[src/rtl/can_tx_bitstream.sv]
// ---------------------------------------------------------------------------
// can_tx_bitstream
//   Bit-level CAN transmit engine. Pulls frame bits from the frame builder,
//   inserts stuff bits, drives the bus on tx_point and checks the bus at
//   sample_point for arbitration loss or bit errors.
//
// Ports
//   clk, rst_n          clock, synchronous active-low reset
//   go_tx               start a frame (pulse, honoured in IDLE only)
//   go_error_frame      abort the frame and release the bus
//   tx_point            drive strobe (1 cycle per bit)
//   sample_point        sample strobe (1 cycle per bit)
//   sampled_bit         bus value at sample_point
//   in_valid/in_ready   upstream bit handshake (see below)
//   in_bit              bit value, 0 = dominant
//   in_stuff_en         bit lies in the stuffed region
//   in_arb              bit lies in the arbitration field
//   in_nocheck          bit is exempt from the bit-error check
//   in_last             final bit of the frame
//   tx                  registered bus drive bit
//   tx_next             bit that the next tx_point will drive
//   transmitting        engine is in TX or DRAIN
//   stuff_active        the bit on the bus is a stuff bit
//   arb_lost, bit_error, tx_done   one-cycle result pulses
//
// Optional feature (macro CAN_TX_STATS_EN): adds saturating counters
//   stuff_cnt, err_cnt, underrun_cnt of width CNT_W.
//
// Handshake: a bit transfers on a cycle where in_valid and in_ready are both
// high. in_ready is combinational and only rises on a tx_point in TX when no
// stuff bit is owed, so upstream holds in_valid/in_bit until it sees ready.
// ---------------------------------------------------------------------------
module can_tx_bitstream #(
  parameter int STUFF_LEN = 5,
  parameter int CNT_W     = 16
) (
  input  logic             clk,
  input  logic             rst_n,
  input  logic             go_tx,
  input  logic             go_error_frame,
  input  logic             tx_point,
  input  logic             sample_point,
  input  logic             sampled_bit,
  input  logic             in_valid,
  input  logic             in_bit,
  input  logic             in_stuff_en,
  input  logic             in_arb,
  input  logic             in_nocheck,
  input  logic             in_last,
  output logic             in_ready,
  output logic             tx,
  output logic             tx_next,
  output logic             transmitting,
  output logic             stuff_active,
  output logic             arb_lost,
  output logic             bit_error,
  output logic             tx_done
`ifdef CAN_TX_STATS_EN
  ,
  output logic [CNT_W-1:0] stuff_cnt,
  output logic [CNT_W-1:0] err_cnt,
  output logic [CNT_W-1:0] underrun_cnt
`endif
);

  if (CNT_W < 1 || STUFF_LEN < 2 || STUFF_LEN > 7) begin : g_bad_params
    $error("can_tx_bitstream: CNT_W must be >= 1 and STUFF_LEN in 2..7");
  end

  typedef enum logic [1:0] {
    S_IDLE  = 2'd0,
    S_TX    = 2'd1,
    S_DRAIN = 2'd2
  } state_t;

  state_t     state_q, state_d;
  logic       tx_q, tx_d;
  logic [2:0] run_cnt_q, run_cnt_d;
  logic       last_bit_q, last_bit_d;
  logic       stuff_pending_q, stuff_pending_d;
  logic       stuff_active_q, stuff_active_d;
  logic       cur_arb_q, cur_arb_d;
  logic       cur_nocheck_q, cur_nocheck_d;
  logic       arb_lost_q, arb_lost_d;
  logic       bit_error_q, bit_error_d;
  logic       tx_done_q, tx_done_d;

  logic       active;
  logic       drive_slot;
  logic       accept;
  logic       underrun;
  logic       check;
  logic       mismatch;
  logic       arb_det;
  logic       err_det;
  logic       done_det;
  logic [2:0] run_inc;

  // go_error_frame overrides any strobe arriving in the same cycle.
  assign active     = (state_q == S_TX) || (state_q == S_DRAIN);
  assign drive_slot = tx_point & active & ~go_error_frame;
  assign accept     = tx_point & (state_q == S_TX) & in_valid
                      & ~stuff_pending_q & ~go_error_frame;
  assign underrun   = drive_slot & (state_q == S_TX) & ~in_valid & ~stuff_pending_q;

  assign in_ready   = accept;
  assign tx_next    = stuff_pending_q ? ~last_bit_q
                    : ((state_q == S_TX) && in_valid) ? in_bit : 1'b1;

  // The check always compares against the registered tx, so a coincident
  // tx_point cannot disturb the bit that is being sampled.
  assign check    = sample_point & active & ~go_error_frame;
  assign mismatch = sampled_bit ^ tx_q;
  assign arb_det  = check & mismatch & cur_arb_q & ~stuff_active_q & tx_q & ~sampled_bit;
  assign err_det  = check & mismatch & ~arb_det & ~cur_nocheck_q;
  // A stuff bit still owed after the last frame bit holds off completion
  // until that stuff bit has itself been driven and sampled.
  assign done_det = check & (state_q == S_DRAIN) & ~stuff_pending_q & ~arb_det & ~err_det;

  assign run_inc  = (in_bit == last_bit_q) ? run_cnt_q + 3'd1 : 3'd1;

  always_comb begin
    state_d         = state_q;
    tx_d            = tx_q;
    run_cnt_d       = run_cnt_q;
    last_bit_d      = last_bit_q;
    stuff_pending_d = stuff_pending_q;
    stuff_active_d  = stuff_active_q;
    cur_arb_d       = cur_arb_q;
    cur_nocheck_d   = cur_nocheck_q;
    arb_lost_d      = arb_det;
    bit_error_d     = err_det;
    tx_done_d       = done_det;

    case (state_q)
      S_IDLE: begin
        if (go_tx) begin
          state_d         = S_TX;
          run_cnt_d       = 3'd0;
          last_bit_d      = 1'b1;
          stuff_pending_d = 1'b0;
          stuff_active_d  = 1'b0;
          cur_arb_d       = 1'b0;
          cur_nocheck_d   = 1'b0;
        end
      end
      S_TX, S_DRAIN: begin
        if (go_error_frame || arb_det || err_det) begin
          state_d         = S_IDLE;
          tx_d            = 1'b1;
          stuff_pending_d = 1'b0;
          stuff_active_d  = 1'b0;
          cur_arb_d       = 1'b0;
          cur_nocheck_d   = 1'b0;
        end else begin
          if (drive_slot) begin
            tx_d           = tx_next;
            stuff_active_d = stuff_pending_q;
            cur_arb_d      = accept & in_arb;
            cur_nocheck_d  = accept & in_nocheck;
            if (stuff_pending_q) begin
              // The stuff bit opens the next run.
              run_cnt_d       = 3'd1;
              last_bit_d      = ~last_bit_q;
              stuff_pending_d = 1'b0;
            end else if (accept) begin
              last_bit_d = in_bit;
              if (in_stuff_en) begin
                run_cnt_d       = run_inc;
                stuff_pending_d = (run_inc == 3'(STUFF_LEN));
              end else begin
                run_cnt_d = 3'd0;
              end
              if (in_last) state_d = S_DRAIN;
            end
          end
          if (done_det) begin
            state_d        = S_IDLE;
            tx_d           = 1'b1;
            stuff_active_d = 1'b0;
          end
        end
      end
      default: begin
        state_d = S_IDLE;
        tx_d    = 1'b1;
      end
    endcase
  end

  always_ff @(posedge clk) begin
    if (!rst_n) begin
      state_q         <= S_IDLE;
      tx_q            <= 1'b1;
      run_cnt_q       <= 3'd0;
      last_bit_q      <= 1'b1;
      stuff_pending_q <= 1'b0;
      stuff_active_q  <= 1'b0;
      cur_arb_q       <= 1'b0;
      cur_nocheck_q   <= 1'b0;
      arb_lost_q      <= 1'b0;
      bit_error_q     <= 1'b0;
      tx_done_q       <= 1'b0;
    end else begin
      state_q         <= state_d;
      tx_q            <= tx_d;
      run_cnt_q       <= run_cnt_d;
      last_bit_q      <= last_bit_d;
      stuff_pending_q <= stuff_pending_d;
      stuff_active_q  <= stuff_active_d;
      cur_arb_q       <= cur_arb_d;
      cur_nocheck_q   <= cur_nocheck_d;
      arb_lost_q      <= arb_lost_d;
      bit_error_q     <= bit_error_d;
      tx_done_q       <= tx_done_d;
    end
  end

  assign tx           = tx_q;
  assign transmitting = active;
  assign stuff_active = stuff_active_q;
  assign arb_lost     = arb_lost_q;
  assign bit_error    = bit_error_q;
  assign tx_done      = tx_done_q;

`ifdef CAN_TX_STATS_EN
  logic [CNT_W-1:0] stuff_cnt_q, stuff_cnt_d;
  logic [CNT_W-1:0] err_cnt_q, err_cnt_d;
  logic [CNT_W-1:0] underrun_cnt_q, underrun_cnt_d;
  logic             stuff_sent;
  logic             underrun_sent;

  // Only count slots that really reach the bus (an error aborts them).
  assign stuff_sent    = drive_slot & stuff_pending_q & ~arb_det & ~err_det;
  assign underrun_sent = underrun & ~arb_det & ~err_det;

  always_comb begin
    stuff_cnt_d    = stuff_cnt_q;
    err_cnt_d      = err_cnt_q;
    underrun_cnt_d = underrun_cnt_q;
    if (stuff_sent && (stuff_cnt_q != '1))          stuff_cnt_d    = stuff_cnt_q + 1'b1;
    if ((arb_det || err_det) && (err_cnt_q != '1))  err_cnt_d      = err_cnt_q + 1'b1;
    if (underrun_sent && (underrun_cnt_q != '1))    underrun_cnt_d = underrun_cnt_q + 1'b1;
  end

  always_ff @(posedge clk) begin
    if (!rst_n) begin
      stuff_cnt_q    <= '0;
      err_cnt_q      <= '0;
      underrun_cnt_q <= '0;
    end else begin
      stuff_cnt_q    <= stuff_cnt_d;
      err_cnt_q      <= err_cnt_d;
      underrun_cnt_q <= underrun_cnt_d;
    end
  end

  assign stuff_cnt    = stuff_cnt_q;
  assign err_cnt      = err_cnt_q;
  assign underrun_cnt = underrun_cnt_q;
`endif

endmodule
[config.mk]
export PLATFORM = sky130hd
export DESIGN_NAME = can_tx_bitstream
export DESIGN_NICKNAME = d
export VERILOG_FILES = /design/src/rtl/can_tx_bitstream.sv
export SDC_FILE = /design/constraint.sdc
export NUM_CORES = 1
export LEC_CHECK = 0
export BUFFER_PORTS_ARGS = -buffer_cell sky130_fd_sc_hd__buf_2
export CAP_MARGIN = 20
export CORE_MARGIN = 4
export CORE_UTILIZATION = 35
export DETAILED_ROUTE_END_ITERATION = 8
export SLEW_MARGIN = 25
export SYNTH_ARGS = -nofsm -noshare
export SYNTH_HDL_FRONTEND = slang
export SYNTH_SLANG_ARGS = --single-unit
[constraint.sdc]
create_clock -name clk -period 2.34 [get_ports clk]
set_clock_uncertainty 0.15 [all_clocks]
set_input_delay 0.234 -clock clk [delete_from_list [all_inputs] [get_ports clk]]
set_output_delay 0.234 -clock clk [all_outputs]
set_load 0.05 [all_outputs]
==> results of run 1 <==
[sequential cells by signal, indices dropped and copies added, names as in the netlist]
register         cells
run_cnt_q            3
state_q              2
arb_lost             1
bit_error            1
cur_arb_q            1
cur_nocheck_q        1
last_bit_q           1
stuff_active         1
stuff_pending_q      1
tx                   1
tx_done              1
[area by class of cell]
cell class,count,area share
sequential,14,0.236
inverter,3,0.00948
timing repair buffer,21,0.0906
clock buffer,4,0.0306
tap,30,0.0316
multi-input combinational,99,0.602
[path summary, 6_finish.rpt]
kind	start	to	slack, ns
worst max register to register	state_q[0]	stuff_pending_q	0.22
worst min register to register	run_cnt_q[1]	run_cnt_q[1]	0.33
worst max-delay path	state_q[0]	stuff_pending_q	0.22
worst min-delay path	in_nocheck	cur_nocheck_q	0.05
[worst max-delay path: cells and delay by family, from the launching register on]
| family | cells | cell delay, ns |
|---|---|---|
| flops | 1 | 0.39 |
| fa+ha+maj | 1 | 0.35 |
| buf+inv | 1 | 0.12 |
| simple gates | 3 | 0.90 |
| compound gates | 1 | 0.14 |
[report_power, final]
group	switching [mW]	leakage, nW	internal, mW
Clock	0.0876	0.0210	0.0947
Sequential	0.00305	0.113	0.241
Combinational	0.0725	0.322	0.0443
Total	0.163	0.456	0.380
[metal layers]
layer,vias to the layer above,global-route usage,part of all wire
met5,-,0,0
met4,0,0.0464,0.013
met3,4,0.0503,0.074
met2,28,0.216,0.42
met1,473,0.197,0.49
li1,487,-,-
[per-stage QoR]
step | utilization | hold slack [ns]
detailed placement | 0.433 | 0.321
global route | 0.458 | 0.0690
floorplan | - | 0.210
global placement | 0.433 | 0.304
CTS | 0.447 | 0.0481
finish | 0.458 | 0.0465
[synthesized netlist by cell type, types with 2 or more instances]
master	number
dfxtp_1	14
xnor2_1	2
nand3_1	4
nor3_1	4
nand2_1	14
mux2i_1	3
o21ai_0	4
inv_1	2
o21bai_1	2
o22ai_1	2
nand2b_1	4
and2_1	2
nand4_1	4
a21oi_1	3
nor2b_1	5
nand3b_1	3
nand2b_4	2
nor2_1	9
a31oi_1	4
ha_1	5
o211ai_1	3
[kinds of logic (layout without fill, tap and decap cells)]
group,after synthesis,after routing,share of synthesized area
AO/OA/AOI/OAI,27,27,0.194
adder cells (fa/ha/maj),5,5,0.0634
multiplexers,3,3,0.0304
buffers and inverters,6,28,0.0241
AND/OR/NAND/NOR,62,62,0.387
flip-flops,14,14,0.284
XOR/XNOR,2,2,0.0177
==> results.ini, run 1 <==
[placement]
gp_congestion=0.859
dp.cells=167
dp_slack_ns=0.162
portBuffers=20
placed_area_um2=1120
dp_hpwl_um=1960

[worst_hold_path]
worstHoldPathCells=3
hold_class=input port to flop

[synth]
synth-seq-area-share=0.284
yosysTopAreaCellShare=0.284
synth_edf_count=0
ys_types=45
synth_fp_nets=137
ys_top_cells_by_area=dfxtp_1 28%, ha_1 6.3%, nand2_1 5.3%
async_flop_share=0
syn_area_um2=987
synthCells=119
synth_area_leader_cell=dfxtp_1
syn_avg_cell_area_um2=8.30
synth_seq_cells=14
synth_warnings=0
synth_ff_type=dfxtp_1

[clocking]
cts_made_buffers=3
cts_buffer_depth=2
cts-resized-gates=0
clk_latency_ns=0.29
post-cts-setup-buffers=0
ctsHoldBuffers=0
cts_tree=yes
cts.sinks=14
h-tree-depth=1
path_clk_slew_ns=0.10
cts-root-buf=clkbuf_4

[setup_path]
cp_data_required_time_ns=2.41
cp_max_fo=10
crit_chain=inv_1 -> ha_4 -> and4b_1 -> nand4_1 -> or4b_1 -> a21oi_1
critPathSlowestCell=or4b_1
worstPathArrival_ns=2.19
crit_type=flop to flop
cpPeakStageDelay_ns=0.51
end_kind=flop
reg2reg_depth=6
crit_path_start_kind=flop

[floorplanning]
core_area_um2=2590
die_area_um2=3730
die_h_um=61.1
std_cell_rows=18
start_util=0.381
pin_count=21
die_width_um=61.1

[global_routing]
grt-ovfl-total=0
grt_usage=0.145
grt_pass1_wl_um=4060
grt_max_degree=16
grt_pass1_vias=879
antenna_found_initial=0

[timing]
max_freq_ghz=0.472
final.setup.tns_ns=0
rsz0062_at_grt=no
hold_viol=0
report.final.slew_viol_count=0
relSlewSlack=0.553
worstMarginPinSlew_ns=0.670
setup_viol=0
setup_slack_ns=0.221
min_period_ns=2.12
fin_crit_sh=0.906

[power]
p_total_mw=0.543
p_per_area_nw_per_um2=458
power_leakage_nw=0.456
vdd_drop_max_mv=0.365

[finish]
mostFrequentLayoutCells=20 x buf_2, 14 x nand2_1, 14 x dfxtp_1
nNetsFinal=160
register_area_um2=280
multi_input_area_um2=714
area_growth_pct=20.3
num_antenna_cells=0
stdcell_area_um2=1190
layout-drive-gt1-share=0.241
finalNonFillerCells=171
layout_commonest_cell=buf_2
fillers=270

[routing]
antenna_left=0
drt-initial-drc-count=44
via_per_inst=5.80
vias=992
totalWireLength_um=2550
wl_per_cell_um=14.9
first_pass_iters=4
drc_errors=0

[outcome]
status=completed

[job]
max_cap_violations=0

Note: power is estimated with default switching activity, not from simulation.
==> inputs of run 2 (changes only) <==
CORE_MARGIN = 3   (was 4)
MAX_ROUTING_LAYER = met4   (was default)
==> results.ini, run 2 (synthesis gave the netlist of run 1 again) <==
[routing]
first_pass_iters=4  ; unchanged
dr_wl_met2_um=1040  ; was 1080 um
totalWireLength_um=2420  ; was 2550 um
drc_errors=0  ; unchanged
drt-initial-drc-count=21  ; was 44
wl_per_cell_um=14.2  ; was 14.9 um
vias=957  ; was 992
via_per_inst=5.60  ; was 5.80
wl_met1_um=1180  ; was 1250 um
top_layer=met4  ; unchanged
antenna_left=0  ; unchanged
route.met3.wl_um=189  ; unchanged

[clocking]
cts_made_buffers=3  ; unchanged
cts-root-buf=clkbuf_4  ; unchanged
cts_buffer_depth=2  ; unchanged
path_clk_slew_ns=0.09  ; was 0.10 ns
h-tree-depth=1  ; unchanged
clk_latency_ns=0.29  ; about the same
cts.sinks=14  ; unchanged
cts_tree=yes  ; unchanged

[floorplanning]
core_area_um2=2570  ; was 2590 um^2
std_cell_rows=18  ; unchanged
die_area_um2=3490  ; was 3730 um^2
start_util=0.385  ; was 0.381
pin_count=21  ; unchanged
die_width_um=59.1  ; was 61.1 um
die_h_um=59.1  ; was 61.1 um

[finish]
nNetsFinal=160  ; unchanged
area_growth_pct=18.4  ; was 20.3%
multi_input_area_um2=696  ; was 714 um^2
mostFrequentLayoutCells=20 x buf_2, 14 x nand2_1, 14 x dfxtp_1  ; unchanged
reg_top3=run_cnt_q: 3 flops, state_q: 2 flops  ; unchanged
regMostFlops=run_cnt_q  ; unchanged
layout-drive-gt1-share=0.227  ; was 0.241
num_antenna_cells=0  ; unchanged
fillers=277  ; was 270
layout_commonest_cell=buf_2  ; unchanged
register_area_um2=280  ; unchanged
largest_register_ffs=3  ; unchanged

[worst_hold_path]
hold_class=input port to flop  ; unchanged

[placement]
gp_congestion=0.896  ; was 0.859
portBuffers=20  ; unchanged
dp_slack_ns=0.175  ; was 0.162 ns
dp_hpwl_um=1900  ; was 1960 um

[timing]
max_freq_ghz=0.471  ; was 0.472 GHz
hold_viol=0  ; unchanged
worstMarginPinSlew_ns=0.649  ; was 0.670 ns
rsz0062_at_grt=no  ; unchanged
min_period_ns=2.12  ; about the same
fin_crit_sh=0.907  ; was 0.906
final.setup.tns_ns=0  ; unchanged
setup_viol=0  ; unchanged
setup_slack_ns=0.217  ; was 0.221 ns
report.final.slew_viol_count=0  ; unchanged
relSlewSlack=0.566  ; was 0.553

[setup_path]
worstPathArrival_ns=2.17  ; was 2.19 ns
crit_type=flop to flop  ; unchanged
cp_max_fo=10  ; unchanged
crit_path_start_kind=flop  ; unchanged
cp_data_required_time_ns=2.39  ; was 2.41 ns
r2r_slack_ns=0.22  ; about the same
end_kind=flop  ; unchanged

[global_routing]
grt_pass1_wl_um=3970  ; was 4060 um
grt_usage=0.152  ; was 0.145
grt_max_degree=16  ; unchanged
grt-ovfl-total=0  ; unchanged
antenna_found_initial=0  ; unchanged
grt_pass1_vias=836  ; was 879

[power]
vdd_drop_max_mv=0.295  ; was 0.365 mV
power_leakage_nw=0.455  ; was 0.456 nW
p_per_area_nw_per_um2=457  ; was 458 nW/um^2

[job]
max_cap_violations=0  ; unchanged

[outcome]
status=completed  ; unchanged

==> run 2: cell counts in the layout (fill, tap and decap cells not counted) <==
No cell type changed its count.
==> run 2: final timing paths <==
path	from	end	cells past startpoint
min	in_nocheck	cur_nocheck_q	3
max	state_q[1]	state_q[0]	7
max reg2reg	state_q[1]	state_q[0]	7
min reg2reg	run_cnt_q[1]	run_cnt_q[1]	2
==> run 2: what timing repair did <==
item | 4_1_cts | 5_1_grt
resized for setup | 0 | 1
hold buffers | 0 | 0
buffers inserted | 0 | 0
endpoints found under the hold margin | 0 | 0
endpoints found under the setup margin | 0 | 2
==> run 2: cell type report <==
cell class                 instances  area share
inverter                           3     0.00964
timing repair buffer              21      0.0921
multi-input combinational         99       0.595
sequential                        14       0.240
tap                               30      0.0321
clock buffer                       4      0.0310
==> run 2: stage by stage <==
| step | util | area [um^2] | hold WS [ns] | std cells | power (mW) |
|---|---|---|---|---|---|
| 6_report | 0.455 | 1170 | 0.0544 | 171 | 0.534 |
| 2_1_floorplan | - | 990 | 0.210 | 119 | 0.324 |
| 5_1_grt | 0.455 | 1170 | 0.0660 | 171 | 0.562 |
| 3_3_place_gp | 0.437 | 1120 | 0.302 | 167 | 0.357 |
| 4_1_cts | 0.451 | 1160 | 0.0466 | 171 | 0.537 |
| 3_5_place_dp | 0.437 | 1120 | 0.316 | 167 | 0.358 |
==> run 2: power by group <==
group	internal [mW]	leakage (nW)	switching, mW
combinational	0.0424	0.321	0.0697
clock	0.0948	0.0210	0.0830
sequential	0.241	0.113	0.00293
total	0.378	0.455	0.156
==> run 2: metal layers <==
metal | up-vias | track usage
met4 | 0 | 0.0291
met1 | 433 | 0.210
li1 | 490 | -
met3 | 2 | 0.0523
met2 | 32 | 0.215
met5 | - | -
==> run 2: worst max-delay path, cell delays in order, from the launching register on <==
cell and delay (ns):
dfxtp_1 0.39, inv_1 0.11, ha_4 0.33, nor2b_1 0.20, nand4b_1 0.19, a31o_1 0.26, and4_1 0.20, nor4_1 0.21
==> inputs of run 3 (changes only) <==
PLACE_DENSITY_LB_ADDON = 0.1   (was default)
==> results.ini, run 3 (synthesis gave the netlist of run 1 again) <==
[worst_hold_path]
holdPathEnd=cur_nocheck_q  ; unchanged
worstHoldPathCells=3  ; unchanged
hold_path_startpoint=in_nocheck  ; unchanged
hold_class=input port to flop  ; unchanged

[placement]
dp.cells=168  ; was 167
dp_hpwl_um=1970  ; was 1900 um
portBuffers=20  ; unchanged
gp_congestion=0.868  ; was 0.896

[clocking]
cts.sinks=14  ; unchanged
path_clk_slew_ns=0.09  ; about the same
h-tree-depth=1  ; unchanged
cts-resized-gates=0  ; unchanged
cts_tree=yes  ; unchanged
post-cts-setup-buffers=0  ; unchanged
cts_made_buffers=3  ; unchanged
cts_buffer_depth=2  ; unchanged
cts-root-buf=clkbuf_4  ; unchanged
clk_latency_ns=0.28  ; was 0.29 ns
ctsHoldBuffers=0  ; unchanged

[power]
power_leakage_nw=0.461  ; was 0.455 nW
vdd_drop_max_mv=0.450  ; was 0.295 mV
p_per_area_nw_per_um2=451  ; was 457 nW/um^2

[timing]
report.final.slew_viol_count=0  ; unchanged
min_period_ns=2.13  ; was 2.12 ns
relSlewSlack=0.534  ; was 0.566
timing.hold.ws_ns=0.0597  ; was 0.0544 ns
fin_crit_sh=0.911  ; was 0.907
max_freq_ghz=0.469  ; was 0.471 GHz
setup_viol=0  ; unchanged
worstMarginPinSlew_ns=0.698  ; was 0.649 ns
rsz0062_at_grt=no  ; unchanged
hold_viol=0  ; unchanged
final.setup.tns_ns=0  ; unchanged

[setup_path]
crit_type=flop to flop  ; unchanged
reg2reg_depth=6  ; was 7
end_kind=flop  ; unchanged
worstPathArrival_ns=2.19  ; was 2.17 ns
critPathSlowestCell=or4b_1  ; was dfxtp_1
cpPeakStageDelay_ns=0.51  ; was 0.39 ns
cp_max_fo=10  ; unchanged
rr_startpoint=state_q[0]  ; was state_q[1]
crit_path_start_kind=flop  ; unchanged
r2r-end=stuff_pending_q  ; was state_q[0]
r2r_slack_ns=0.21  ; was 0.22 ns
crit_chain=inv_1 -> ha_4 -> and4b_1 -> nand4_1 -> or4b_1 -> a21oi_1  ; was inv_1 -> ha_4 -> nor2b_1 -> nand4b_1 -> a31o_1 -> and4_1 -> nor4_1
cp_data_required_time_ns=2.40  ; was 2.39 ns

[floorplanning]
pin_count=21  ; unchanged
die_area_um2=3490  ; unchanged
die_h_um=59.1  ; unchanged
start_util=0.385  ; unchanged
core_area_um2=2570  ; unchanged
std_cell_rows=18  ; unchanged
die_width_um=59.1  ; unchanged

[finish]
layout_commonest_cell=buf_2  ; unchanged
regMostFlops=run_cnt_q  ; unchanged
largest_register_ffs=3  ; unchanged
register_area_um2=280  ; unchanged
reg_top3=run_cnt_q: 3 flops, state_q: 2 flops  ; unchanged
layout-drive-gt1-share=0.239  ; was 0.227
fillers=278  ; was 277
mostFrequentLayoutCells=20 x buf_2, 14 x nand2_1, 14 x dfxtp_1  ; unchanged
finalNonFillerCells=172  ; was 171
area_growth_pct=20.8  ; was 18.4%
multi_input_area_um2=712  ; was 696 um^2
nNetsFinal=161  ; was 160
num_antenna_cells=0  ; unchanged

[global_routing]
grt-ovfl-total=0  ; unchanged
grt_usage=0.165  ; was 0.152
grt_pass1_vias=840  ; was 836
grt_max_degree=15  ; was 16
antenna_found_initial=0  ; unchanged
grt_pass1_wl_um=4190  ; was 3970 um

[job]
max_cap_violations=0  ; unchanged

[routing]
drc_errors=0  ; unchanged
drt-initial-drc-count=24  ; was 21
vias=970  ; was 957
via_per_inst=5.64  ; was 5.60
first_pass_iters=4  ; unchanged
antenna_left=0  ; unchanged
totalWireLength_um=2560  ; was 2420 um
wl_per_cell_um=14.9  ; was 14.2 um

[outcome]
status=completed  ; unchanged

[run 3: cell types whose count changed in the layout (fill, tap and decap cells not counted)]
cell       previous run  this run
buf_4                 1         2
nand4bb_1             1         0
nand4bb_4             0         1
[run 3: critical path: cells and delay by family, from the launching register on]
kind | cells | cell delay, ns
simple gates | 3 | 0.91
flops | 1 | 0.39
fa+ha+maj | 1 | 0.34
compound gates | 1 | 0.15
buf+inv | 1 | 0.11
[run 3: through the flow]
| stage | util | cell area, um^2 | power, mW | setup slack [ns] |
|---|---|---|---|---|
| 4_1_cts | 0.454 | 1170 | 0.539 | 0.157 |
| 6_report | 0.464 | 1190 | 0.538 | 0.209 |
| 3_3_place_gp | 0.440 | 1130 | 0.359 | 0.175 |
| 5_1_grt | 0.464 | 1190 | 0.569 | 0.0700 |
| 2_1_floorplan | - | 990 | 0.324 | 0.146 |
| 3_5_place_dp | 0.440 | 1130 | 0.359 | 0.184 |
[run 3: power breakdown]
part | leakage (nW) | switching (mW) | internal, mW
clock | 0.0210 | 0.0814 | 0.0947
sequential | 0.113 | 0.00315 | 0.241
combinational | 0.327 | 0.0723 | 0.0450
total | 0.461 | 0.157 | 0.381
[run 3: worst max-delay path by stage]
| stage | endpoint | slack, ns | from |
|---|---|---|---|
| after floorplan | stuff_pending_q | 0.15 | state_q[0] |
| after global placement | state_q[0] | 0.17 | state_q[0] |
| after detailed placement | stuff_pending_q | 0.18 | state_q[0] |
| after CTS | state_q[0] | 0.16 | state_q[0] |
| after global routing | state_q[0] | 0.07 | state_q[0] |
| final | stuff_pending_q | 0.21 | state_q[0] |
[run 3: cell type report]
cell class              instances  share of cell area
clock buffers                   4              0.0304
inverters                       3             0.00944
multi-input cells              99               0.597
flip-flops and latches         14               0.235
well taps                      30              0.0315
repair buffers                 22              0.0965
[run 3: per-layer routing]
layer,share of wire,vias to the layer above,global-route usage,wire length (um)
met5,0,-,-,0
met4,0.013,0,0.0291,34
met3,0.068,4,0.0479,173
met2,0.44,25,0.243,1130
met1,0.48,454,0.225,1220
li1,-,487,-,-
